`config.mk`:
```
export PLATFORM = sky130hd
export DESIGN_NAME = fetch_sequencer
export DESIGN_NICKNAME = d
export VERILOG_FILES = /design/src/rtl/fseq_pkg.sv /design/src/rtl/fseq_pair_fifo.sv /design/src/rtl/fetch_sequencer.sv
export SDC_FILE = /design/constraint.sdc
export NUM_CORES = 1
export LEC_CHECK = 0
export CORE_MARGIN = 2
export CORE_UTILIZATION = 45
export CTS_CLUSTER_SIZE = 10
export DETAILED_ROUTE_END_ITERATION = 8
export DONT_BUFFER_PORTS = 1
export PLACE_DENSITY = 0.64
export REMOVE_ABC_BUFFERS = 1
export SYNTH_ARGS = -nofsm -noshare
export SYNTH_HDL_FRONTEND = slang
export SYNTH_HIERARCHICAL = 1
export SYNTH_SLANG_ARGS = --single-unit
```
`constraint.sdc`:
```
create_clock -name clk -period 5.02 [get_ports clk]
set_clock_uncertainty 0.15 [all_clocks]
set_input_delay 0.251 -clock clk [delete_from_list [all_inputs] [get_ports clk]]
set_output_delay 0.251 -clock clk [all_outputs]
set_load 0.005 [all_outputs]
```
`src/rtl/fseq_pkg.sv`:
```
// Shared types for the fetch sequencer: FSM state encoding and the buffered
// instruction-pair entry.
package fseq_pkg;
    localparam int PC_W = 9;
    localparam int IR_W = 16;

    typedef enum logic [1:0] {
        S_IDLE    = 2'd0,
        S_REQ     = 2'd1,
        S_DISCARD = 2'd2,
        S_FULL    = 2'd3
    } state_t;

    typedef struct packed {
        logic [PC_W-1:0] pc;
        logic            odd;
        logic [IR_W-1:0] ir0;
        logic [IR_W-1:0] ir1;
    } pair_entry_t;
endpackage

```
`src/rtl/fseq_pair_fifo.sv`:
```
// DEPTH-entry FIFO of fetched instruction pairs; head is read combinationally.
// Flush empties the FIFO on the next edge and overrides push/pop.
module fseq_pair_fifo import fseq_pkg::*; #(
    parameter int DEPTH = 2
) (
    input  logic                     clk,
    input  logic                     rst,
    input  logic                     push,
    input  logic                     pop,
    input  logic                     flush,
    input  pair_entry_t              push_entry,
    output pair_entry_t              head,
    output logic [$clog2(DEPTH):0]   count,
    output logic                     full,
    output logic                     empty
);
    localparam int AW = $clog2(DEPTH);
    localparam int CW = AW + 1;

    pair_entry_t   mem_q [DEPTH];
    logic [AW-1:0] wr_ptr_q, wr_ptr_d;
    logic [AW-1:0] rd_ptr_q, rd_ptr_d;
    logic [CW-1:0] count_q, count_d;
    logic          do_push, do_pop;

    assign full  = (count_q == CW'(DEPTH));
    assign empty = (count_q == '0);
    assign count = count_q;
    assign head  = mem_q[rd_ptr_q];

    always_comb begin
        do_push  = push && !full && !flush;
        do_pop   = pop && !empty && !flush;
        wr_ptr_d = wr_ptr_q;
        rd_ptr_d = rd_ptr_q;
        count_d  = count_q;
        if (flush) begin
            wr_ptr_d = '0;
            rd_ptr_d = '0;
            count_d  = '0;
        end else begin
            // DEPTH is a power of two, so the pointers wrap on their own.
            if (do_push) wr_ptr_d = wr_ptr_q + AW'(1);
            if (do_pop)  rd_ptr_d = rd_ptr_q + AW'(1);
            count_d = count_q + CW'(do_push) - CW'(do_pop);
        end
    end

    always_ff @(posedge clk or posedge rst) begin
        if (rst) begin
            wr_ptr_q <= '0;
            rd_ptr_q <= '0;
            count_q  <= '0;
        end else begin
            wr_ptr_q <= wr_ptr_d;
            rd_ptr_q <= rd_ptr_d;
            count_q  <= count_d;
        end
    end

    always_ff @(posedge clk) begin
        if (do_push) mem_q[wr_ptr_q] <= push_entry;
    end
endmodule

```
`src/rtl/fetch_sequencer.sv`:
```
// Fetch controller: owns the even-aligned PC, runs a single-outstanding imem
// handshake, buffers pairs for issue and applies branch redirects.
// Optional stall counter output enabled by defining FSEQ_PERF_EN.
module fetch_sequencer #(
    parameter int DEPTH = 2,
    parameter int PC_W  = 9
) (
    input  logic            clk,
    input  logic            rst,
    output logic            imem_req,
    output logic [PC_W-1:0] imem_addr,
    input  logic            imem_ack,
    input  logic [31:0]     imem_rdata,
    input  logic            redirect_valid,
    input  logic [PC_W-1:0] redirect_pc,
    output logic            fetch_next,
    output logic            issue_valid,
    input  logic            issue_ready,
    output logic [PC_W-1:0] issue_pc,
    output logic [15:0]     p0_ir,
    output logic [15:0]     p1_ir,
    output logic            p0_valid,
    output logic [1:0]      dbg_state
`ifdef FSEQ_PERF_EN
    ,
    output logic [15:0]     perf_stall_cnt
`endif
);
    import fseq_pkg::*;

    localparam int CW = $clog2(DEPTH) + 1;

    state_t          state_q, state_d;
    logic [PC_W-1:0] pc_q, pc_d;
    logic [PC_W-1:0] pend_q, pend_d;
    logic            odd_q, odd_d;
    logic            push, pop, flush;
    logic [CW-1:0]   count, count_after;
    logic            full, empty;
    pair_entry_t     push_entry, head;
    logic [PC_W-1:0] tgt;

    // imem: imem_req/imem_addr hold until the cycle imem_ack is seen; issue: a pair
    // transfers on any cycle where issue_valid && issue_ready.
    assign pop         = !empty && issue_ready;
    assign count_after = count + CW'(1) - CW'(pop);
    assign tgt         = redirect_valid ? redirect_pc : pend_q;

    always_comb begin
        push_entry.pc  = pc_q;
        push_entry.odd = odd_q;
        push_entry.ir0 = imem_rdata[15:0];
        push_entry.ir1 = imem_rdata[31:16];
    end

    always_comb begin
        state_d  = state_q;
        pc_d     = pc_q;
        odd_d    = odd_q;
        pend_d   = pend_q;
        imem_req = 1'b0;
        push     = 1'b0;
        flush    = 1'b0;
        case (state_q)
            S_IDLE: begin
                state_d = S_REQ;
                if (redirect_valid) begin
                    flush = 1'b1;
                    pc_d  = {redirect_pc[PC_W-1:1], 1'b0};
                    odd_d = redirect_pc[0];
                end
            end
            S_REQ: begin
                imem_req = 1'b1;
                if (redirect_valid) begin
                    flush = 1'b1;
                    if (imem_ack) begin
                        pc_d  = {redirect_pc[PC_W-1:1], 1'b0};
                        odd_d = redirect_pc[0];
                    end else begin
                        pend_d  = redirect_pc;
                        state_d = S_DISCARD;
                    end
                end else if (imem_ack && !full) begin
                    push  = 1'b1;
                    pc_d  = pc_q + PC_W'(2);
                    odd_d = 1'b0;
                    if (count_after == CW'(DEPTH)) state_d = S_FULL;
                end
            end
            S_DISCARD: begin
                // Old address stays on the bus; its data is dropped when it lands.
                imem_req = 1'b1;
                if (redirect_valid) begin
                    flush  = 1'b1;
                    pend_d = redirect_pc;
                end
                if (imem_ack) begin
                    pc_d    = {tgt[PC_W-1:1], 1'b0};
                    odd_d   = tgt[0];
                    state_d = S_REQ;
                end
            end
            S_FULL: begin
                if (redirect_valid) begin
                    flush   = 1'b1;
                    pc_d    = {redirect_pc[PC_W-1:1], 1'b0};
                    odd_d   = redirect_pc[0];
                    state_d = S_REQ;
                end else if (pop) begin
                    state_d = S_REQ;
                end
            end
            default: state_d = S_IDLE;
        endcase
    end

    always_ff @(posedge clk or posedge rst) begin
        if (rst) begin
            state_q <= S_IDLE;
            pc_q    <= '0;
            odd_q   <= 1'b0;
            pend_q  <= '0;
        end else begin
            state_q <= state_d;
            pc_q    <= pc_d;
            odd_q   <= odd_d;
            pend_q  <= pend_d;
        end
    end

    fseq_pair_fifo #(.DEPTH(DEPTH)) u_fifo (
        .clk        (clk),
        .rst        (rst),
        .push       (push),
        .pop        (pop),
        .flush      (flush),
        .push_entry (push_entry),
        .head       (head),
        .count      (count),
        .full       (full),
        .empty      (empty)
    );

    assign imem_addr   = {pc_q[PC_W-1:1], 1'b0};
    assign fetch_next  = push;
    assign issue_valid = !empty;
    assign issue_pc    = head.pc;
    assign p0_ir       = head.ir0;
    assign p1_ir       = head.ir1;
    assign p0_valid    = empty ? 1'b1 : !head.odd;
    assign dbg_state   = state_q;

`ifdef FSEQ_PERF_EN
    logic [15:0] perf_cnt_q, perf_cnt_d;

    always_comb begin
        perf_cnt_d = perf_cnt_q;
        if (((state_q == S_FULL) || (empty && state_q != S_IDLE)) && perf_cnt_q != 16'hFFFF)
            perf_cnt_d = perf_cnt_q + 16'd1;
    end

    always_ff @(posedge clk or posedge rst) begin
        if (rst) perf_cnt_q <= '0;
        else     perf_cnt_q <= perf_cnt_d;
    end

    assign perf_stall_cnt = perf_cnt_q;
`endif
endmodule

```
== Yosys cells after proc, flatten, opt, wreduce, memory -nomap -nowiden ==
Memory sizes are Yosys's and may differ from the RTL's.
Cells that the tools add are included.

* Add/subtract/negate cells: 7
* Equality and inequality tests: 14
* Muxes and demuxes: 38
* Reduce and logical (&&, ||, !) cells: 21

{| class="wikitable"
|+ Operator list
! operator !! count
|-
| two-way mux 9 bit || 8
|-
| one-hot mux 9 bit (3 select lines) || 1
|-
| two-way mux 1 bit || 18
|-
| one-hot mux 9 bit (2 select lines) || 1
|-
| two-way mux 2 bit || 8
|-
| inequality test 3 bit (second input constant) || 5
|-
| adder 9 x 2 -> 9 bit (second input constant) || 1
|-
| == test 2 bit (second input constant) || 4
|-
| one-hot mux 2 bit (4 select lines) || 1
|-
| logical AND 1 bit || 6
|-
| inequality test 2 bit (second input constant) || 3
|-
| nonzero test 2 bit || 3
|-
| AND reduction 5 bit || 1
|-
| logical NOT 1 bit || 4
|-
| logical NOT 2 bit || 2
|-
| AND reduction 4 bit || 1
|-
| OR reduction 2 bit || 2
|-
| OR reduction 4 bit || 1
|-
| subtractor 2 x 1 -> 2 bit || 2
|-
| one-hot mux 1 bit (3 select lines) || 1
|-
| AND reduction 3 bit || 1
|-
| adder 1 bit (second input constant) || 2
|-
| adder 2 x 1 -> 2 bit || 1
|-
| adder 2 x 1 -> 2 bit (second input constant) || 1
|-
| 2 further kinds || 2
|}

* Bits in registers: 25
* Bits in writable memories: 84
* Bits of input ports: 46
* Output and inout port bits: 56
* Word-level logic and storage cells: 88
* Memories: 1

{| class="wikitable"
|+ Memory list
! memory !! words !! width !! read ports !! clocked after memory_dff !! wr ports !! line !! source
|-
| u_fifo.mem_q || 2 || 42 || 1 || 0 || 1 || fseq_pair_fifo.sv:20 || <nowiki>pair_entry_t mem_q [DEPTH];</nowiki>
|}

== Longest topological paths before layout ==
* Depth in word-level cells: 11
* Mapped depth: 14
* Depth with buffers taken out: 12

== By module ==
The synthesis kept the hierarchy.

{| class="wikitable"
|+ By module, submodules not included
! module !! instances !! cells each !! area an instance (µm²) !! seq. area each (µm²)
|-
| fseq_pair_fifo || 1 || 158 || 3326.9 || 2622.5
|-
| fetch_sequencer || 1 || 125 || 1348.8 || 500.5
|}

== Least setup slack after synthesis ==
No wires, ideal clock.

* Kind: register to register
* From: reg state_q[1], in the netlist dbg_state[1]
* To: mem u_fifo/mem_q[1][0] (netlist name) (enable)
* Setup time: 0.502 ns
* Arrival time: 4.570 ns
* Data required time: 4.368 ns
* Slack: -0.203 ns
* Cell stages (with the launch flop): 9
* Buffers on the path: 2
* Clock period less this slack: 5.223 ns
* Cell sequence: dfrtp_1 -> inv_1 -> ha_1 -> buf_6 -> nand2b_4 -> buf_6 -> nor3b_1 -> nand2b_4 -> nor3b_1

* Longest elaborated chain between the ends: 6

{| class="wikitable"
|+ RTL lines
! item !! line !! source
|-
| start, declared || fetch_sequencer.sv:33 || <nowiki>state_t state_q, state_d;</nowiki>
|-
| start signal, assigned || fetch_sequencer.sv:125 || <nowiki>state_q <= state_d;</nowiki>
|-
| == test 2 x 1 -> 1 bit || fetch_sequencer.sv:64 || <nowiki>case (state_q)</nowiki>
|-
| two-way mux 1 bit || fetch_sequencer.sv:64 ||
|-
| named net fetch_next || fetch_sequencer.sv:16 || <nowiki>output logic fetch_next,</nowiki>
|-
| logical AND 1 bit (2 in series) || fseq_pair_fifo.sv:32 || <nowiki>do_push = push && !full && !flush;</nowiki>
|-
| two-way mux 1 bit || fseq_pair_fifo.sv:62 || <nowiki>if (do_push) mem_q[wr_ptr_q] <= push_entry;</nowiki>
|-
| two-way mux 1 bit (implied by the code) || fseq_pair_fifo.sv:62 ||
|-
| end, declared || fseq_pair_fifo.sv:20 ||
|}

The timed path passes the listed nets, and every way through them passes these cells.

== Final worst setup path ==
* From: reg state_q[1], in the netlist dbg_state[1]
* To: reg u_fifo.count_q[1], in the netlist u_fifo/count[1]

* Longest elaborated chain between the ends: 7

{| class="wikitable"
|+ RTL lines
! item !! line !! source
|-
| == test 2 x 1 -> 1 bit || fetch_sequencer.sv:64 ||
|-
| two-way mux 1 bit || fetch_sequencer.sv:64 ||
|-
| named net fetch_next || fetch_sequencer.sv:16 ||
|-
| logical AND 1 bit (2 in series) || fseq_pair_fifo.sv:32 ||
|-
| adder 2 x 1 -> 2 bit || fseq_pair_fifo.sv:45 || <nowiki>count_d = count_q + CW'(do_push) - CW'(do_pop);</nowiki>
|-
| subtractor 2 x 1 -> 2 bit || fseq_pair_fifo.sv:45 ||
|-
| two-way mux 2 bit || fseq_pair_fifo.sv:37 || <nowiki>if (flush) begin</nowiki>
|-
| named net u_fifo.count_d[1] || fseq_pair_fifo.sv:23 || <nowiki>logic [CW-1:0] count_q, count_d;</nowiki>
|-
| end signal, assigned || fseq_pair_fifo.sv:57 || <nowiki>count_q <= count_d;</nowiki>
|-
| end, declared || fseq_pair_fifo.sv:23 ||
|}

The timed path passes the listed nets, and every way through them passes these cells.
A chain may end at the register's enable or synchronous reset.

==> impl_results.md <==
- Total gr overflow: 0
- Critical Path Fanout Max: 19
- Number of buffers created by CTS: 9
- Pre-antenna DRT Iters: 4
- Total track usage: 0.1558
- Met2 wire length: 3.906 mm
- Finished Layout Cells: 469
- CTS sink cnt: 108
- Mapped Avg Cell Area: 16.52 um2
- Fillers: 843
- Data arrival, critical path: 3.60 ns
- HP Class: in2reg
- Post-synth top area cell: edfxtp_1
- Pre-CTS WS: 1.604 ns
- Final min period: 3.476 ns
- Crit start category: flip-flop
- Reg area: 3124 um2
- Leakage: 1.953 nW
- Simple-gate portion of the synthesized area: 0.04924
- Status: finished clean
- Vias per cell: 5.337
- Routed WL per cell: 17.93 um
- Placer congestion estimate: 0.7912
- Final wirelength: 8.407 mm
- Post-Syn Area: 4676 um2
- Yosys reg bits: 108
- Final slew viol count: 0
- Tot Pwr: 0.002224 W
- Core area: 10180 um2
- Starting Density: 0.4591
- IO Port Bufs: 0
- Post-DP HPWL: 5.192 mm
- XOR/XNOR Fraction of Synth Area: 0.007493
- Period utilization: 0.6924
- Highest metal used: met4
- Largest family of logic cells by synthesized area: multiplexers
- Synth area leaders: edfxtp_1 54%, dfrtp_1 13%, mux2_2 9.4%
- Post-synth EDFFs: 84
- Residual DRC count: 0
- Clock-pin slew on the worst setup and hold paths: 0.10 ns
- Deepest clock path buffer count: 2
- Full die area: 11220 um2
- Layout cells sized above 1: 0.2462
- Final setup viols: 0
- Root buf cell: clkbuf_8
- Initial antenna violation count: 0
- Slew @ Worst Pin: 1.052 ns
- Final Cell Area: 5384 um2
- Async S/R FF share, synth: 0.2222
- Crit path capture type: flip-flop
- First-pass GRT wire length: 13.40 mm
- Area Overhead vs Synth: 15.15%
- Largest net degree at the start of global routing: 44
- I/O pin cnt: 102
- DP Cell Count: 409
- Post-place instance area: 4752 um2
- H-Tree Depth: 3
- Synth Area in Compound Gates: 0.07091
- Worst skew pair latency: 0.36 ns
- Critical path type: reg2reg
- Pwr dens: 413.1 nW/um2
- Seq/Total Area, Yosys: 0.6679
- Vias after detailed routing: 2503
- Setup bufs post-CTS: 0
- RSZ-0062 raised after global routing: false
- Critical path required time: 5.15 ns
- Synth warnings: 6
- Max Cap Viol: 0
- Adder-Cell Fraction of Synth Area: 0.01873
- Library cells used by synthesis: 48
- Antenna diode count: 0
- Fin util: 0.5286
- Chip Height: 105.9 um
- Post-synthesis instance total: 283
- F_max: 287.7 MHz
- Area of the multi-input gates: 1405 um2
- Die Wd: 105.9 um
- Row count: 37
- Worst vdd ir: 0.3181 mV
- Slew headroom: 0.2985
- Final worst setup slack: 1.544 ns
- Wl on met1: 3.769 mm
- Top cell type's share of synthesized area: 0.5395
- Number of global-route vias before repair: 2594
- Post-synthesis mux area share: 0.1496
- Final Net Count: 381
- TritonCTS clock tree: yes
- Number of nets with antenna violations after routing: 0
- CTS resizes: 0
- Wire length on met3: 577 um
- Final count of hold timing violations: 0
- Initial DRC Count: 134
- Synth Flop Type: edfxtp_1
## Yosys cell counts, types with 4 or more instances
| master | count |
|---|---|
| edfxtp_1 | 84 |
| dfrtp_1 | 24 |
| mux2_4 | 16 |
| a221oi_1 | 6 |
| ha_1 | 7 |
| buf_6 | 9 |
| o21ai_0 | 5 |
| o21ai_1 | 6 |
| mux2_2 | 39 |
| inv_1 | 10 |
| nor2_1 | 10 |
| nor2b_1 | 4 |
| nand2_1 | 6 |
| a211oi_1 | 4 |
| a21o_1 | 5 |
## repair_timing
| action | 4_1_cts | 5_1_grt |
|---|---|---|
| setup endpoints to repair | 0 | 0 |
| hold buffers | 44 | 0 |
| hold endpoints to repair | 108 | 0 |
## worst max-delay path, cell delays in order (launching register included)
cell      delay [ns]
dfrtp_1         0.45
inv_1           0.08
ha_1            0.65
nand2b_4        0.18
nor3b_1         0.55
nand2b_4        0.14
or2_1           0.24
ha_1            0.27
inv_1           0.04
ha_1            0.18
xor2_1          0.15
and2_2          0.19
nor3_1          0.14
## through the flow
| stage | hold slack [ns] | setup TNS, ns |
|---|---|---|
| after floorplan | -0.1329 | -24.57 |
| after global placement | -0.1155 | 0 |
| after detailed placement | -0.1127 | 0 |
| after CTS | 0.02513 | 0 |
| after global routing | 0.04375 | 0 |
| final | 0.04436 | 0 |
## state kept, by name (all words and copies together), names as in the netlist
| name | flops |
|---|---|
| u_fifo/rd_ptr_q | 1 |
| dbg_state | 2 |
| u_fifo/count | 2 |
| pend_q | 9 |
| u_fifo/mem_q | 84 |
| pc_q | 8 |
| odd_q | 1 |
| u_fifo/wr_ptr_q | 1 |
## logic make-up after synthesis
family | count (synthesis)
multiplexers | 57
AND/OR/NAND/NOR | 39
buffers and inverters | 24
other | 1
adder cells (fa/ha/maj) | 7
AO/OA/AOI/OAI | 43
flip-flops | 108
XOR/XNOR | 4
## power breakdown
| group | internal (W) | leakage [nW] | switching [W] |
|---|---|---|---|
| Clock | 0.000228 | 0.0943 | 0.000279 |
| Combinational | 0.000258 | 0.803 | 0.000255 |
| Sequential | 0.00110 | 1.06 | 0.000107 |
## cells in the final DEF (no fill, tap or decap), types with 3 or more instances in the layout
cell type,instances
edfxtp_1,84
a211oi_1,4
o21ai_1,6
inv_1,10
nand2_1,6
dfrtp_1,23
xor2_1,3
nor2_1,10
conb_1,3
o21ai_0,5
nor2b_1,4
a21o_1,5
clkbuf_8,9
mux2_2,39
mux2_4,16
a221oi_1,6
dlygate4sd3_1,44
ha_1,7
## final timing paths
| path | start | to | slack, ns | cells after the start |
|---|---|---|---|---|
| min in group asynchronous | rst | u_fifo/count[0]$_DFF_PP0_ | 0.11 | 2 |
| max in group asynchronous | rst | pc_q[3]$_DFFE_PP0P_ | 3.86 | 2 |
| max reg2reg | dbg_state[1]$_DFFE_PP0P_ | u_fifo/count[1]$_DFF_PP0_ | 1.54 | 12 |
| min reg2reg | odd_q$_DFFE_PP0P_ | u_fifo/mem_q[0][32]$_DFFE_PP_ | 0.34 | 0 |
| max | dbg_state[1]$_DFFE_PP0P_ | u_fifo/count[1]$_DFF_PP0_ | 1.54 | 12 |
| min | redirect_pc[5] | pc_q[5]$_DFFE_PP0P_ | 0.04 | 3 |
## area by class of cell
cell class,instances,area share
Inverter,10,0.006972
Clock inverter,7,0.01255
Clock buffer,9,0.02301
Tap cell,136,0.03161
Multi-Input combinational cell,153,0.2610
Sequential cell,108,0.5803
Timing Repair Buffer,46,0.08459
## per-layer routing
layer  global-route usage  up-vias
li1                     -     1160
met5                    0        -
met2               0.2433       80
met4              0.07331        0
met3              0.04108       12
met1               0.2043     1251
No activity file was read; power rests on OpenSTA's default activity.
